$ cat config.mk
export PLATFORM = sky130hd
export DESIGN_NAME = id_scoreboard_hazard
export DESIGN_NICKNAME = d
export VERILOG_FILES = /design/src/rtl/id_scoreboard_hazard.sv
export SDC_FILE = /design/constraint.sdc
export NUM_CORES = 1
export LEC_CHECK = 0
export BUFFER_PORTS_ARGS = -buffer_cell sky130_fd_sc_hd__buf_4
export CAP_MARGIN = 30
export CORE_UTILIZATION = 40
export DETAILED_ROUTE_END_ITERATION = 8
export PLACE_DENSITY_LB_ADDON = 0.3
export SLEW_MARGIN = 20
export SYNTH_ARGS = -nofsm -noshare
export SYNTH_HDL_FRONTEND = slang
export SYNTH_SLANG_ARGS = --single-unit
$ cat constraint.sdc
create_clock -name clk -period 3.6 [get_ports clk]
set_input_delay 0.18 -clock clk [delete_from_list [all_inputs] [get_ports clk]]
set_output_delay 0.18 -clock clk [all_outputs]
set_load 0.005 [all_outputs]
$ cat src/rtl/id_scoreboard_hazard.sv
// ID-stage hazard unit: per-register latency scoreboard driving Stall/IFWrite,
// with flush cancellation of the EX-stage producer and a saturating stall counter.
module id_scoreboard_hazard #(
  parameter int AW       = 5,
  parameter int LOAD_LAT = 1,
  parameter int MUL_LAT  = 2,
  parameter int DIV_LAT  = 8,
  parameter int CW       = 4,
  parameter int SW       = 16
) (
  input  logic              clk,
  input  logic              rst_n,
  input  logic              id_valid,
  input  logic [AW-1:0]     rs1Addr_id,
  input  logic [AW-1:0]     rs2Addr_id,
  input  logic              rs1_used,
  input  logic              rs2_used,
  input  logic              rd_we_id,
  input  logic [AW-1:0]     rdAddr_id,
  input  logic [1:0]        lat_class_id,
  input  logic              flush_ex,
  output logic              Stall,
  output logic              IFWrite,
  output logic              id_issue,
  output logic [2**AW-1:0]  busy_mask,
  output logic [SW-1:0]     stall_cycles
);

  localparam int unsigned NREGS = 2**AW;
  localparam int MAX_LAT = (DIV_LAT > MUL_LAT)
                         ? ((DIV_LAT > LOAD_LAT) ? DIV_LAT : LOAD_LAT)
                         : ((MUL_LAT > LOAD_LAT) ? MUL_LAT : LOAD_LAT);

  if (MAX_LAT > (2**CW) - 1) begin : g_cw_check
    $error("id_scoreboard_hazard: CW too narrow for the largest latency");
  end

  typedef enum logic [1:0] {
    LAT_ALU  = 2'd0,
    LAT_LOAD = 2'd1,
    LAT_MUL  = 2'd2,
    LAT_DIV  = 2'd3
  } lat_class_e;

  logic [CW-1:0] cnt      [NREGS];
  logic [CW-1:0] cnt_next [NREGS];
  logic          last_we;
  logic [AW-1:0] last_rd;
  logic          hz1, hz2;
  logic          rd_track;
  logic [CW-1:0] issue_lat;

  assign hz1 = rs1_used && (rs1Addr_id != '0) && (cnt[rs1Addr_id] != '0);
  assign hz2 = rs2_used && (rs2Addr_id != '0) && (cnt[rs2Addr_id] != '0);

  assign Stall    = id_valid && !flush_ex && (hz1 || hz2);
  assign IFWrite  = !Stall;
  assign id_issue = id_valid && !Stall && !flush_ex;
  assign rd_track = id_issue && rd_we_id && (rdAddr_id != '0);

  always_comb begin
    issue_lat = '0;
    case (lat_class_e'(lat_class_id))
      LAT_ALU:  issue_lat = '0;
      LAT_LOAD: issue_lat = CW'(LOAD_LAT);
      LAT_MUL:  issue_lat = CW'(MUL_LAT);
      LAT_DIV:  issue_lat = CW'(DIV_LAT);
      default:  issue_lat = '0;
    endcase
  end

  // Issue and flush-cancel are mutually exclusive (flush blocks issue), so
  // applying them in sequence after the decrement is order-independent.
  always_comb begin
    for (int unsigned r = 0; r < NREGS; r++) begin
      cnt_next[r] = (cnt[r] != '0) ? cnt[r] - CW'(1) : '0;
    end
    if (flush_ex && last_we) begin
      cnt_next[last_rd] = '0;
    end
    if (rd_track) begin
      cnt_next[rdAddr_id] = (issue_lat > cnt_next[rdAddr_id]) ? issue_lat
                                                              : cnt_next[rdAddr_id];
    end
    cnt_next[0] = '0;
  end

  always_ff @(posedge clk or negedge rst_n) begin
    if (!rst_n) begin
      for (int unsigned r = 0; r < NREGS; r++) begin
        cnt[r] <= '0;
      end
      last_we      <= 1'b0;
      last_rd      <= '0;
      stall_cycles <= '0;
    end else begin
      for (int unsigned r = 0; r < NREGS; r++) begin
        cnt[r] <= cnt_next[r];
      end
      last_we <= rd_track;
      last_rd <= rdAddr_id;
      if (Stall && (stall_cycles != '1)) begin
        stall_cycles <= stall_cycles + SW'(1);
      end
    end
  end

  always_comb begin
    for (int unsigned r = 0; r < NREGS; r++) begin
      busy_mask[r] = (cnt[r] != '0);
    end
  end

endmodule

==> run summary <==
Clock power frac - 30.4%
Fillers - 2388
Top post-synthesis cells by area - dfrtp_1 33%, mux2i_1 6.5%, o21ai_0 5.2%, o31ai_1 3.4%, nand2_1 3.4%
Maximum clock path buffer count - 2
Unique masters post-synth - 86
FF-to-FF End - cnt[121]
Gate Count Post-Synth - 1278
Multi-input logic area - 7700 um^2
Synth top area share - 32.7%
Mapped Area - 11200 um^2
Post-synth top flop - dfrtp_1
Register area - 3660 um^2
Count of pins over their slew limit - 0
Hold Crit Class - input port to flop
Failing checks - setup timing
Leakage power - 7.76 nW
Status - complete, but fails checks
Hold path start - rdAddr_id[4]
NetSw - 2.23 mW
R2R Path Start - last_rd[1]
Syn avg cell area - 8.74 um^2
CTS tree - built
Max VDD drop - 0.308 mV
Post-Route WL - 53500 um
Final worst slack - -545 ps
Synth async-reset ratio - 100%
Final cycle utilization of the critical path - 115%
Post-DRT Antenna Nets - 0
Root Buffer - clkbuf_16
Worst rel slew slack - 42.7%
Commonest non-fill, non-tap cells in the layout - 459 x buf_4, 143 x dfrtp_1, 98 x nand2_1, 97 x o21ai_0, 79 x nor2_1
Core Region - 27200 um^2
GRT overflow - 0
Area growth syn-to-layout - 50.9%
DR pass1 iterations - 7
Fin. Hold Viols - 0
#FFs+latches synth - 146
Sequential power share - 30.4%
Power per Cell Area - 358 nW/um^2
Worst hold endpoint - last_rd[4]
CTS Buf Count - 17
Initial DRC Count - 1561
WL/cell - 25.5 um
Yosys top cell by area - dfrtp_1
IO Port Bufs - 73
Post-Syn Nets - 1307
Max Fclk - 241 MHz
GPL Wtd Cong - 1.05
Internal power - 3.81 mW
Die Y-Extent - 169 um
Worst Setup Path Type - flop to flop
DIE AREA - 28600 um^2
Clock latency on the worst-skew pair - 440 ps
Clock Skew - 12.6 ps
Vias/cell - 6.42
Final min period - 4150 ps
Commonest non-fill, non-tap cell in the layout - buf_4
Hold Crit Depth - 2
Critical Path Start Type - flop
Post-route DRC violation count - 0
Largest net degree at the start of global routing - 80
RSZ-0062 raised after global routing - true
Final net count - 1742
Reg2reg path depth - 16
All-Layer GR Usage - 37.1%
Ys Warns - 0
Reg2reg setup slack - -550 ps
Worst EP arrival - 4450 ps
EDFF count, synth - 0
Vias - 13500
Pwr Total - 6.03 mW
Combinational power share - 39.2%
Initial antenna violation count - 1
Layout cells sized above 1 - 41.7%
Final hold slack - 50.5 ps
DPL Wire Length - 38300 um
Max FO, Critical Path - 7
Count of final setup violators - 95
Critical path required time - 3910 ps
H-tree depth - 4
Clk pin slew, worst setup/hold paths - 70 ps
Starting density of the core - 41.1%
Switching share of power - 36.9%
First-pass GRT wire length - 78200 um
Slew @ Worst Pin - 859 ps
Sequential share of the synthesized area - 32.7%
Top-level I/O count - 75
Rows - 60
Worst Setup End Kind - flop
CTS sink count - 146
Number of global-route vias before repair - 12800
Die Wd - 169 um
Max-cap viol count - 0
==> timing repair <==
action / in CTS / in global routing
hold buffers: 1 / 0
endpoints found under the setup margin: 127 / 108
gates cloned: 7 / 3
pin swaps: 28 / 27
buffers inserted: 35 / 12
hold endpoints to repair: 78 / 0
resized for setup: 113 / 60
==> worst max path at each step <==
stage | end | from | depth (start not counted)
3_3_place_gp | cnt[19] | last_rd[4] | 15
4_1_cts | cnt[107] | last_we | 18
6_report | cnt[121] | last_rd[1] | 16
3_5_place_dp | cnt[19] | last_rd[2] | 15
5_1_grt | cnt[49] | last_rd[1] | 18
2_1_floorplan | cnt[111] | last_we | 17
==> power groups by stage <==
stage | clock network (mW) | logic (mW) | registers (mW)
after floorplan | 0 | 0.740 | 1.85
after global placement | 0 | 1.78 | 1.85
after detailed placement | 0 | 1.79 | 1.86
after CTS | 1.83 | 2.16 | 1.83
after global routing | 1.90 | 2.44 | 1.84
final | 1.84 | 2.37 | 1.83
==> cells in the mapped netlist, types with 16 or more instances <==
master       n
mux2i_1     73
a211oi_1    25
a2111oi_0   18
inv_1       19
nand3_1     39
o31ai_1     51
o21ai_0    116
dfrtp_1    146
nor4_1      21
a21oi_1     44
nor3_1      36
nor4b_1     20
nand2_1    100
nor2_1      83
buf_2       20
a22oi_1     16
clkbuf_1    58
nand4_1     24
o22ai_1     34
o21a_1      18
==> per-layer routing <==
metal / GRT usage (%) / routed length [um] / part of all wire, % / up-vias
li1: - / - / - / 5864
met1: 48.8 / 21200 / 40 / 6554
met2: 57.5 / 23600 / 44 / 875
met3: 7.39 / 5650 / 11 / 176
met4: 20.0 / 3040 / 5.7 / 2
met5: 0 / 10 / 0.019 / -
==> cell families (layout without fill, tap and decap cells) <==
group	after synthesis	in the layout	synth area share, %
other cells	1	2	0.0336
buf+inv	117	564	4.44
simple gates	478	478	25.5
fa+ha+maj	5	5	0.560
mux	95	95	9.94
flops	146	146	32.7
compound gates	421	421	25.6
xor+xnor	15	15	1.18
==> registers in the layout (all words and copies together), names as in the netlist <==
signal	flops
cnt	124
stall_cycles	16
last_rd	5
last_we	1
==> through the flow <==
step / instance area, um^2 / TNS (ps) / std cells / utilization, % / worst slack, ps
2_1_floorplan: 11300 / -2210 / 1278 / - / -79.1
3_3_place_gp: 14900 / -70020 / 2011 / 55.0 / -818
3_5_place_dp: 14900 / -68970 / 2011 / 55.0 / -793
4_1_cts: 16400 / -34100 / 2085 / 60.3 / -453
5_1_grt: 16800 / -52660 / 2097 / 62.0 / -640
6_report: 16800 / -43480 / 2098 / 62.0 / -545
==> cell type report <==
| cell class | count | area share [%] |
|---|---|---|
| Tap cell | 372 | 2.76 |
| Inverter | 23 | 0.512 |
| Clock buffer | 17 | 2.53 |
| Multi-Input combinational cell | 1015 | 45.7 |
| Timing Repair Buffer | 510 | 25.9 |
| Sequential cell | 146 | 21.7 |
| Antenna cell | 1 | 0.0149 |
| Clock inverter | 14 | 0.862 |
==> worst max-delay path, stage by stage (launching register included) <==
cell and delay, ps:
dfrtp_1 430, buf_6 150, nand4b_1 300, nor2_4 210, a21oi_2 60, mux4_2 520
a221o_1 360, nor3_2 190, ha_1 290, nor2b_4 140, o21ai_4 160, nor4_4 70
a21o_1 290, a2111oi_4 360, buf_4 230, buf_12 160, o31ai_4 60
Note: power is estimated with default switching activity, not from simulation.
